`src/rtl/pingpong_pe_ctrl.sv`:
```
// pingpong_pe_ctrl: ping-pong input buffer sequencer feeding the PE array.
// Optional watchdog on the PE run phase is enabled by defining PINGPONG_TIMEOUT_EN.
module pingpong_pe_ctrl #(
  parameter int BANK_BYTES  = 34,
  parameter int AW          = 6,
  parameter int SETUP_CYC   = 2,
  parameter int TIMEOUT_CYC = 1024
) (
  input  logic          clk,
  input  logic          rst_n,
  input  logic          en,
  input  logic          i_data_din_vld,
  output logic          o_din_rdy,
  output logic          o_wr_bank,
  output logic [AW-1:0] o_wr_addr,
  output logic [1:0]    o_bank_full,
  output logic          o_rd_sel,
  output logic          o_switch_pingpong,
  output logic          o_pe_start,
  input  logic          i_pe_done,
  output logic          o_pe_busy,
  output logic [15:0]   o_frame_cnt,
  output logic          o_err_timeout
);
  typedef enum logic [1:0] {S_IDLE, S_SETUP, S_RUN, S_RELEASE} state_t;
  localparam int SW = $clog2(SETUP_CYC + 1);
  state_t state, state_nxt;
  logic [SW-1:0] set_cnt;
  logic accept, last, rel, start_nxt, tmo;
  assign o_din_rdy = en && !o_bank_full[o_wr_bank];
  assign accept    = i_data_din_vld && o_din_rdy;
  assign last      = o_wr_addr == AW'(BANK_BYTES - 1);
  assign rel       = state == S_RELEASE;
`ifdef PINGPONG_TIMEOUT_EN
  localparam int TW = $clog2(TIMEOUT_CYC + 1);
  logic [TW-1:0] run_cnt;
  assign tmo = run_cnt == TW'(TIMEOUT_CYC - 1);
  always_ff @(posedge clk or negedge rst_n) begin
    if (!rst_n) begin
      run_cnt       <= '0;
      o_err_timeout <= 1'b0;
    end else begin
      run_cnt <= (state == S_RUN) ? run_cnt + 1'b1 : '0;
      if (state == S_RUN && !i_pe_done && tmo) o_err_timeout <= 1'b1;
    end
  end
`else
  assign tmo           = 1'b0;
  assign o_err_timeout = 1'b0;
`endif
  always_comb begin
    state_nxt = state;
    start_nxt = 1'b0;
    case (state)
      S_IDLE:  if (en && o_bank_full[o_rd_sel]) state_nxt = S_SETUP;
      S_SETUP: if (set_cnt == '0) begin
        state_nxt = S_RUN;
        start_nxt = 1'b1;
      end
      S_RUN:   if (i_pe_done || tmo) state_nxt = S_RELEASE;
      default: state_nxt = S_IDLE;
    endcase
  end
  always_ff @(posedge clk or negedge rst_n) begin
    if (!rst_n) begin
      state             <= S_IDLE;
      set_cnt           <= '0;
      o_wr_bank         <= 1'b0;
      o_wr_addr         <= '0;
      o_bank_full       <= 2'b00;
      o_rd_sel          <= 1'b0;
      o_switch_pingpong <= 1'b0;
      o_pe_start        <= 1'b0;
      o_pe_busy         <= 1'b0;
      o_frame_cnt       <= '0;
    end else begin
      state             <= state_nxt;
      set_cnt           <= (state == S_SETUP) ? set_cnt - 1'b1 : SW'(SETUP_CYC - 1);
      o_pe_start        <= start_nxt;
      o_pe_busy         <= state_nxt == S_SETUP || state_nxt == S_RUN;
      o_switch_pingpong <= rel;
      if (rel) begin
        o_rd_sel    <= !o_rd_sel;
        o_frame_cnt <= o_frame_cnt + 16'd1;
      end
      if (accept) begin
        o_wr_addr <= last ? '0 : o_wr_addr + 1'b1;
        if (last) o_wr_bank <= !o_wr_bank;
      end
      // a fill completing on one bank and a release of the other land in the same edge
      o_bank_full <= (o_bank_full | ((accept && last) ? 2'b01 << o_wr_bank : 2'b00))
                     & ~(rel ? 2'b01 << o_rd_sel : 2'b00);
    end
  end
endmodule

```
`config.mk`:
```
export PLATFORM = sky130hd
export DESIGN_NAME = pingpong_pe_ctrl
export DESIGN_NICKNAME = d
export VERILOG_FILES = /design/src/rtl/pingpong_pe_ctrl.sv
export SDC_FILE = /design/constraint.sdc
export NUM_CORES = 1
export LEC_CHECK = 0
export CORE_UTILIZATION = 40
export CTS_CLUSTER_SIZE = 20
export DETAILED_ROUTE_END_ITERATION = 8
export HOLD_SLACK_MARGIN = 0.03
export PLACE_DENSITY = 0.67
export SLEW_MARGIN = 40
export SYNTH_ARGS = -nofsm -noshare
export SYNTH_HDL_FRONTEND = slang
export SYNTH_SLANG_ARGS = --single-unit
```
`constraint.sdc`:
```
create_clock -name clk -period 1.6 [get_ports clk]
set_input_delay 0.24 -clock clk [delete_from_list [all_inputs] [get_ports clk]]
set_output_delay 0.24 -clock clk [all_outputs]
set_load 0.01 [all_outputs]
```
==> results.json, run 1 <==
{
  "outcome": "finished clean",
  "cp_top_family": "buffers and inverters",
  "crit_chain": "buf_4 > clkdlybuf4s50_1",
  "leakage_nw": 0.938,
  "ys_seq_area_share_pct": 55.1,
  "ys_types": 32,
  "crit_buf_inv": 2,
  "cts_tree": "yes",
  "grt_pass1_vias": 1215,
  "track_usage_pct": 17.3,
  "fin_skew_ns": 0.00364,
  "max_freq_mhz": 642,
  "rsz0062_at_grt": "yes",
  "clk_path_buf_depth": 2,
  "synth_seq_cells": 33,
  "sequentialPowerShare_pct": 41.6,
  "ys.flop_type": "dfrtp_1",
  "synth_edf_count": 0,
  "endpoint_kind": "output pin",
  "final_common_cell": "clkdlybuf4s50_1",
  "synth_nets": 142,
  "hold_violations": 0,
  "antenna_found_initial": 0,
  "fillers": 312,
  "crit_path_max_fanout": 3,
  "crit_path_start_kind": "flip-flop",
  "syn_area_per_cell_um2": 11.3,
  "start_util_pct": 43.2,
  "root_buffer": "clkbuf_8",
  "cp.arrival_ns": 1.32,
  "hold_class": "input port to asynchronous set/reset pin",
  "fin_tns_setup_ns": 0,
  "area_growth_pct": 37.3,
  "route.vias.total": 1134,
  "yosys_warnings": 0,
  "cts_buffers": 5,
  "syn_inst": 133,
  "critPathSlowestCell": "clkdlybuf4s50_1",
  "final_cell_mix": "clkdlybuf4s50_1, dfrtp_1, xnor2_1, buf_4, nand3_1",
  "firstDrtPassIters": 4,
  "nets": 190,
  "io_pins": 36,
  "p_sw_share_pct": 32.6,
  "regArea_um2": 828,
  "netlist_area_um2": 1500,
  "p_clk_share_pct": 21.6,
  "n_antenna_cell": 0,
  "setup_viol": 0,
  "hpwl_mm": 2.25,
  "design_area_um2": 2060,
  "slew_violations": 0,
  "grt_overflow": 0,
  "cellPowerDensity_nw_per_um2": 1510,
  "die_width_um": 63.2,
  "peakVddDrop_v": 0.000832,
  "worstSetupPathType": "flip-flop to output pin",
  "p_comb_share_pct": 36.8,
  "p_int_w": 0.00209,
  "gp_congestion": 0.780,
  "wirelength_mm": 2.96,
  "fin_crit_sh_pct": 97.3,
  "vias_per_cell": 4.97,
  "die_area_um2": 4000,
  "layout_min_cycle_time_ns": 1.56,
  "power.switching_w": 0.00101,
  "drive_gt1_share_pct": 16.5,
  "drc_errors": 0,
  "antenna_left": 0,
  "hold_buffers": 0,
  "wl_per_cell_um": 13.0,
  "ys_async_sr_fraction_pct": 100,
  "dpl_cell_area_um2": 1930,
  "critPathMaxStageDelay_ns": 0.54,
  "clk_pin_slew_ns": 0.07,
  "multi_input_area_um2": 616,
  "cp.required_ns": 1.36,
  "io_buffers": 34,
  "drt_iter0_drc": 38,
  "grt_first_pass_wirelength_mm": 5.39,
  "core_area_um2": 3470,
  "die_height_um": 63.2,
  "drv_cap": 0,
  "cts_sinks": 33,
  "clkLatencyLatePin_ns": 0.28,
  "grt_max_degree": 34,
  "core.rowCount": 21,
  "p_total_w": 0.00311,
  "cts_max_level": 2
}
==> power groups by stage <==
stage | registers, W | logic [W] | clock network, W
floorplan | 0.00135 | 0.000496 | 0
global placement | 0.00128 | 0.00111 | 0
detailed placement | 0.00130 | 0.00114 | 0
CTS | 0.00128 | 0.00114 | 0.000690
global route | 0.00133 | 0.00126 | 0.000733
finish | 0.00129 | 0.00114 | 0.000672
==> metrics by stage <==
| stage | worst slack [ns] | cells | hold slack, ns | util, % |
|---|---|---|---|---|
| after floorplan | 0.0848 | 133 | -0.0556 | - |
| after global placement | 0.0157 | 219 | 0.457 | 55.8 |
| after detailed placement | 0.0143 | 219 | 0.471 | 55.8 |
| after CTS | 0.0420 | 227 | 0.379 | 58.7 |
| after global routing | -0.0147 | 228 | 0.414 | 59.3 |
| final | 0.0428 | 228 | 0.368 | 59.3 |
==> synthesized netlist by cell type (all sizes together) (2+ instances only) <==
master,instances,area share (%)
nand3,10,3.3
nand4,5,2.1
nor2,5,1.3
nand2b,2,0.83
and3,4,1.7
mux2,3,2.3
ha,4,3.3
or3,2,0.83
inv,8,2.0
xor2,5,2.9
a21oi,3,1.0
xnor2,13,7.6
o22ai,2,0.83
nor4,4,2.7
nand2,9,2.3
o21ai,7,2.3
nor3,2,1.0
buf,3,1.6
dfrtp,33,55
==> sequential cells by signal, summed over array words and instances (netlist names) <==
name and flops:
set_cnt 2, o_rd_sel 1, o_wr_addr 6, state 2
o_pe_busy 1, o_wr_bank 1, o_pe_start 1, o_frame_cnt 16
o_switch_pingpong 1, o_bank_full 2
==> worst paths after layout <==
check	from	to	slack, ns	cells past startpoint
max	o_bank_full[1]	o_bank_full[1]	0.04	2
min	rst_n	o_wr_addr[5]	0.37	2
max reg2reg	o_wr_addr[1]	o_bank_full[0]	0.09	6
min reg2reg	o_frame_cnt[15]	o_frame_cnt[15]	0.48	1
max in group asynchronous	rst_n	state[1]	0.91	2
min in group clk	o_frame_cnt[15]	o_frame_cnt[15]	0.48	1
==> final cells by class <==
cell class	instances	area share, %
clock buffer	7	4.68
clock inverter	1	0.243
inverter	8	1.46
multi-input combinational	88	29.9
sequential	33	40.2
tap	46	2.80
timing repair buffer	45	20.7
==> layer usage <==
metal  wire, um  part of all wire [%]  vias up  track usage, %
li1           -                     -      551               -
met1       1300                    44      559            21.0
met2       1510                    51       18            29.6
met3        108                   3.7        6            4.35
met4         39                   1.3        0            6.25
met5          0                     0        -               0
==> logic make-up after synthesis <==
kind of cell / after synthesis / synth area share, %
and+or+nand+nor: 47 / 18.1
DFF: 33 / 55.1
xor gates and xnor gates: 18 / 10.5
AOI/OAI and AO/OA: 14 / 5.26
buffers and inverters: 12 / 4.51
adders and majority gates: 4 / 3.34
muxes: 4 / 2.92
other: 1 / 0.250
==> what timing repair did <==
item	CTS	global route
pin swaps	0	1
buffers inserted	0	1
endpoints found under the hold margin	0	0
resized for setup	1	7
setup endpoints to repair	1	7
(Power assumes the default switching activity.)
==> run 2, diff against run 1 <==
--- a/config.mk
+++ b/config.mk
@@ -5,11 +5,11 @@
 export SDC_FILE = /design/constraint.sdc
 export NUM_CORES = 1
 export LEC_CHECK = 0
-export CORE_UTILIZATION = 40
+export CORE_UTILIZATION = 48
 export CTS_CLUSTER_SIZE = 20
 export DETAILED_ROUTE_END_ITERATION = 8
 export HOLD_SLACK_MARGIN = 0.03
-export PLACE_DENSITY = 0.67
+export PLACE_DENSITY = 0.78
 export SLEW_MARGIN = 40
 export SYNTH_ARGS = -nofsm -noshare
 export SYNTH_HDL_FRONTEND = slang
==> run 2 against run 1 <==
Compared with the run above:
- clock power decreased by 28%
- utilization grew 12 points
- largest cell class unchanged
- first-iteration DRC count is 13% lower
- routed wire length grew 4.2%
- non-clock buffer count up 6
==> results.json, run 2 (synthesis gave the netlist of run 1 again) <==
{
  "io_pins": 36,
  "hold_violations": 0,
  "die_height_um": 57.9,
  "gp_congestion": 0.778,
  "cp_num_cells": 1,
  "grt_first_pass_wirelength_mm": 5.09,
  "track_usage_pct": 20.2,
  "final_cell_mix": "dfrtp_1, clkdlybuf4s50_1, buf_4, xnor2_1",
  "root_buffer": "clkbuf_4",
  "crit_chain": "clkdlybuf4s50_1",
  "wirelength_mm": 3.08,
  "leakage_nw": 0.951,
  "peakVddDrop_v": 0.000925,
  "cellPowerDensity_nw_per_um2": 1460,
  "cp.required_ns": 1.36,
  "drc_errors": 0,
  "crit_start": "o_frame_cnt[4]",
  "crit_buf_inv": 1,
  "fin_tns_setup_ns": 0,
  "antenna_left": 0,
  "max_freq_mhz": 638,
  "cp-endpoint": "o_frame_cnt[4]",
  "largest_register_ff_count": 16,
  "start_util_pct": 52.5,
  "critPathMaxStageDelay_ns": 0.56,
  "clkLatencyLatePin_ns": 0.34,
  "crit_path_start_kind": "flip-flop",
  "setup_viol": 0,
  "worstSetupPathType": "flip-flop to output pin",
  "core_area_um2": 2850,
  "top_register": "o_frame_cnt",
  "grt_pass1_vias": 1152,
  "grt_max_degree": 34,
  "drive_gt1_share_pct": 18.2,
  "reg2regPathDepth": 6,
  "r2r_end": "o_bank_full[0]",
  "clk_pin_slew_ns": 0.11,
  "firstDrtPassIters": 6,
  "p_total_w": 0.00296,
  "drt_iter0_drc": 33,
  "cts_buffers": 5,
  "utilization_pct": 71.0,
  "cts_tree": "yes",
  "endpoint_kind": "output pin",
  "area_growth_pct": 35.1,
  "die_area_um2": 3350,
  "crit_path_max_fanout": 5,
  "nets": 196,
  "layout_min_cycle_time_ns": 1.57,
  "clk_path_buf_depth": 2,
  "vias_per_cell": 5.37,
  "fin_crit_sh_pct": 97.9,
  "fin_hold_ws_ns": 0.295,
  "route.vias.total": 1171,
  "fin_skew_ns": 0.0134,
  "core.rowCount": 19,
  "cp.arrival_ns": 1.33,
  "drv_cap": 0,
  "dpl_cell_area_um2": 1910,
  "grt_overflow": 0,
  "final_common_cell": "dfrtp_1",
  "outcome": "finished clean",
  "r2r_setup_slack_ns": 0.08,
  "slew_violations": 0,
  "design_area_um2": 2020,
  "n_antenna_cell": 0,
  "die_width_um": 57.9,
  "io_buffers": 34,
  "critPathSlowestCell": "clkdlybuf4s50_1",
  "worstReg2RegStart": "o_wr_addr[1]",
  "rsz0062_at_grt": "yes",
  "hold_class": "input port to asynchronous set/reset pin",
  "cts_max_level": 2,
  "cts_sinks": 33,
  "wl_per_cell_um": 14.1,
  "top_regs": "o_frame_cnt: 16 flops, o_wr_addr: 6 flops",
  "cp_top_family": "buffers and inverters",
  "antenna_found_initial": 0,
  "hpwl_mm": 2.12
}
-- run 2: changes by cell type in the layout (fill, tap and decap cells not counted), sizes merged --
cell / before / now
clkinv: 1 / 0
clkdlybuf4s50: 32 / 28
clkdlybuf4s15: 1 / 0
buf: 11 / 17
clkbuf: 7 / 8
dlygate4sd2: 0 / 5
dlymetal6s2s: 1 / 0
-- run 2: per-stage QoR --
step | setup WS (ns) | cells
final | 0.0332 | 218
after global routing | -0.0429 | 218
after CTS | 0.0204 | 214
after detailed placement | -0.0135 | 203
after global placement | -0.0118 | 203
after floorplan | 0.0848 | 133
-- run 2: metal layers --
layer  up-vias  GRT usage, %  part of all wire (%)  wire (um)
met5         -             0                     0          0
met4         0          10.2                   2.3         70
met3        10          4.69                   3.7        113
met2        33          33.8                    49       1510
met1       562          24.6                    45       1390
li1        566             -                     -          -
-- run 2: worst min path at each step --
stage / from / endpoint / slack [ns] / cells past startpoint
3_5_place_dp: o_frame_cnt[15] / o_frame_cnt[15] / 0.46 / 1
5_1_grt: rst_n / o_wr_addr[5] / 0.33 / 2
3_3_place_gp: set_cnt[0] / set_cnt[0] / 0.45 / 1
4_1_cts: rst_n / o_wr_addr[4] / 0.30 / 2
2_1_floorplan: rst_n / o_bank_full[0] / -0.06 / 0
6_report: rst_n / o_wr_addr[5] / 0.30 / 2
-- run 2: layout make-up --
class                   count  area (um2)
clock buffers               7        55.1
fillers                   212         828
inverters                   8        30.0
multi-input cells          88         617
flip-flops and latches     33         827
well taps                  31        38.8
repair buffers             51         457
-- run 2: timing repair --
action	in CTS	in global routing
resized for setup	7	5
setup endpoints to repair	8	10
buffers inserted	4	4
hold buffers	0	0
pin swaps	0	1
-- run 2: power by group --
group	internal [W]	total, W	switching, W
clock	0.000207	0.000483	0.000275
combinational	0.000680	0.00122	0.000536
sequential	0.00105	0.00126	0.000206
total	0.00194	0.00296	0.00102
==> run 3, diff against run 2 <==
--- a/config.mk
+++ b/config.mk
@@ -5,11 +5,13 @@
 export SDC_FILE = /design/constraint.sdc
 export NUM_CORES = 1
 export LEC_CHECK = 0
-export CORE_UTILIZATION = 48
+export ABC_AREA = 1
+export CORE_MARGIN = 2
+export CORE_UTILIZATION = 49
 export CTS_CLUSTER_SIZE = 20
 export DETAILED_ROUTE_END_ITERATION = 8
 export HOLD_SLACK_MARGIN = 0.03
-export PLACE_DENSITY = 0.78
+export PLACE_DENSITY = 0.89
 export SLEW_MARGIN = 40
 export SYNTH_ARGS = -nofsm -noshare
 export SYNTH_HDL_FRONTEND = slang
==> run 3 against run 2 <==
Compared with the run above:
- non-clock buffer count decreased by 2
- die area increased by 11%
- fmax increased by 1.3%
- largest cell class unchanged
- final cell count increased by 30%
- total power decreased by 7.5%
- sequential share of layout area decreased by 2.6 points
- clock power decreased by 3%
- setup slack improved by 0.020 ns
- count of clock-buffer cells in the layout unchanged
- largest power group unchanged
- first-iteration DRC count increased by 6.1%
- cell area increased by 6.8%
- combinational power decreased by 16%
==> results.json, run 3 <==
{
  "synth-simple-area-share_pct": 27.1,
  "grt_max_degree": 34,
  "setup_viol": 0,
  "cp.arrival_ns": 1.31,
  "reg2regPathDepth": 6,
  "grt_first_pass_wirelength_mm": 5.06,
  "ys_seq_area_share_pct": 51.8,
  "nets": 249,
  "io_buffers": 34,
  "slew_violations": 0,
  "ys_types": 21,
  "start_util_pct": 51.7,
  "synth_edf_count": 0,
  "fin_tns_setup_ns": 0,
  "crit_buf_inv": 1,
  "synth_most_common_cell": "nand2_1",
  "max_freq_mhz": 646,
  "dp.cells": 265,
  "peakVddDrop_v": 0.000979,
  "die_height_um": 61.0,
  "hold_buffers": 0,
  "synth_top_family_by_area": "simple AND/OR/NAND/NOR gates",
  "cts_sinks": 33,
  "core.rowCount": 20,
  "ys.flop_type": "dfrtp_1",
  "core_area_um2": 3080,
  "cts_buffers": 5,
  "endpoint_kind": "output pin",
  "p_total_w": 0.00274,
  "wl_per_cell_um": 11.5,
  "crit_chain": "clkdlybuf4s50_1",
  "synthAdderAreaFrac_pct": 3.14,
  "crit_path_max_fanout": 4,
  "critPathMaxStageDelay_ns": 0.56,
  "cts_max_level": 2,
  "cellPowerDensity_nw_per_um2": 1270,
  "antenna_left": 0,
  "synth_top_area_share_pct": 51.8,
  "hold_violations": 0,
  "synth_seq_cells": 33,
  "syn_area_per_cell_um2": 8.61,
  "syn_inst": 185,
  "yosysTopAreaCell": "dfrtp_1",
  "fin_crit_sh_pct": 96.7,
  "largest_register_ff_count": 16,
  "gp_congestion": 0.774,
  "worstSetupPathType": "flip-flop to output pin",
  "root_buffer": "clkbuf_4",
  "wirelength_mm": 3.28,
  "hpwl_mm": 2.21,
  "drc_errors": 0,
  "n_antenna_cell": 0,
  "synth_nets": 194,
  "design_area_um2": 2160,
  "r2r_end": "o_frame_cnt[14]",
  "leakage_nw": 1.13,
  "clk_path_buf_depth": 2,
  "grt_overflow": 0,
  "cp_top_family": "buffers and inverters",
  "vias_per_cell": 4.78,
  "drive_gt1_share_pct": 12.5,
  "yosys-top-cells-count": "nand2_1, dfrtp_1, inv_1",
  "cp_num_cells": 1,
  "crit_path_start_kind": "flip-flop",
  "cp.required_ns": 1.36,
  "clkLatencyLatePin_ns": 0.33,
  "io_pins": 36,
  "cts_tree": "yes",
  "area_growth_pct": 35.7,
  "outcome": "finished clean",
  "grt_pass1_vias": 1202,
  "critPathSlowestCell": "clkdlybuf4s50_1",
  "dpl_cell_area_um2": 2000,
  "track_usage_pct": 19.0,
  "fin_cells": 284,
  "route.vias.total": 1357,
  "clk_pin_slew_ns": 0.10,
  "die_width_um": 61.0,
  "die_area_um2": 3720,
  "top_register": "o_frame_cnt",
  "netlist_area_um2": 1590,
  "worstReg2RegStart": "o_frame_cnt[0]",
  "antenna_found_initial": 0,
  "final_common_cell": "nand2_1",
  "layout_min_cycle_time_ns": 1.55,
  "r2r_setup_slack_ns": 0.21,
  "firstDrtPassIters": 4,
  "top_regs": "o_frame_cnt: 16 flops, o_wr_addr: 6 flops",
  "synth_mux_area_share_pct": 0,
  "yosys_warnings": 0,
  "ys_async_sr_fraction_pct": 100,
  "hold_class": "input port to asynchronous set/reset pin",
  "fin_skew_ns": 0.00495,
  "synth_xor_xnor_area_share_pct": 7.70,
  "drv_cap": 0,
  "synth-compound-area-share_pct": 2.91,
  "final_cell_mix": "nand2_1, dfrtp_1, clkdlybuf4s50_1, inv_1, nor2_1",
  "yosys-top-cells-area": "dfrtp_1, nand2_1, inv_1",
  "drt_iter0_drc": 35
}
==> run 3: cell count changes in the layout (fill, tap and decap cells not counted), sizes merged, moves of 3 or more <==
cell,previous run,this run
o21ai,7,4
dlygate4sd2,5,0
dlymetal6s2s,0,5
xnor2,13,4
inv,8,28
mux2,3,0
nor4,4,0
xor2,5,10
and3,4,0
nor2,5,25
nand2,9,48
nand3,10,13
==> run 3: per-stage QoR <==
stage | hold WS [ns] | utilization (%) | worst slack, ns
after global routing | 0.320 | 70.2 | -0.000195
after floorplan | -0.0556 | - | 0.312
after global placement | 0.452 | 65.1 | -0.0309
after detailed placement | 0.457 | 65.1 | -0.0366
after CTS | 0.302 | 67.1 | 0.0130
final | 0.306 | 70.2 | 0.0530
==> run 3: cell families after synthesis <==
group / Yosys count
and+or+nand+nor: 95
DFF: 33
buffers and inverters: 29
xor gates and xnor gates: 14
AOI/OAI and AO/OA: 9
adders and majority gates: 4
other: 1
==> run 3: area by class of cell <==
type / count / area, um2
inverters: 28 / 105
fillers: 252 / 916
repair buffers: 49 / 465
flip-flops and latches: 33 / 827
well taps: 44 / 55.1
clock buffers: 7 / 55.1
multi-input cells: 123 / 654
==> run 3: metal layers <==
| layer | wire [um] | GRT usage (%) |
|---|---|---|
| met3 | 173 | 7.14 |
| met2 | 1630 | 31.2 |
| met5 | 0 | 0 |
| met4 | 44 | 8.70 |
| met1 | 1440 | 22.1 |
==> run 3: worst max path at each step <==
stage	startpoint	end	slack [ns]
detailed placement	en	o_din_rdy	-0.04
global route	o_frame_cnt[0]	o_frame_cnt[0]	-0.0002
floorplan	o_frame_cnt[0]	o_frame_cnt[14]	0.31
finish	o_frame_cnt[3]	o_frame_cnt[3]	0.05
CTS	o_wr_addr[2]	o_wr_addr[2]	0.01
global placement	en	o_din_rdy	-0.03
==> run 3: where the power goes <==
part           switching (W)  total [W]  internal, W
Sequential          0.000199    0.00124      0.00104
Combinational       0.000496    0.00103     0.000532
Clock               0.000262   0.000470     0.000207
Total               0.000957    0.00274      0.00178
==> run 3: repair_timing <==
action / 4_1_cts / 5_1_grt
endpoints found under the hold margin: 0 / 0
setup buffers: 1 / 11
setup endpoints to repair: 2 / 13
gates resized for setup: 2 / 7
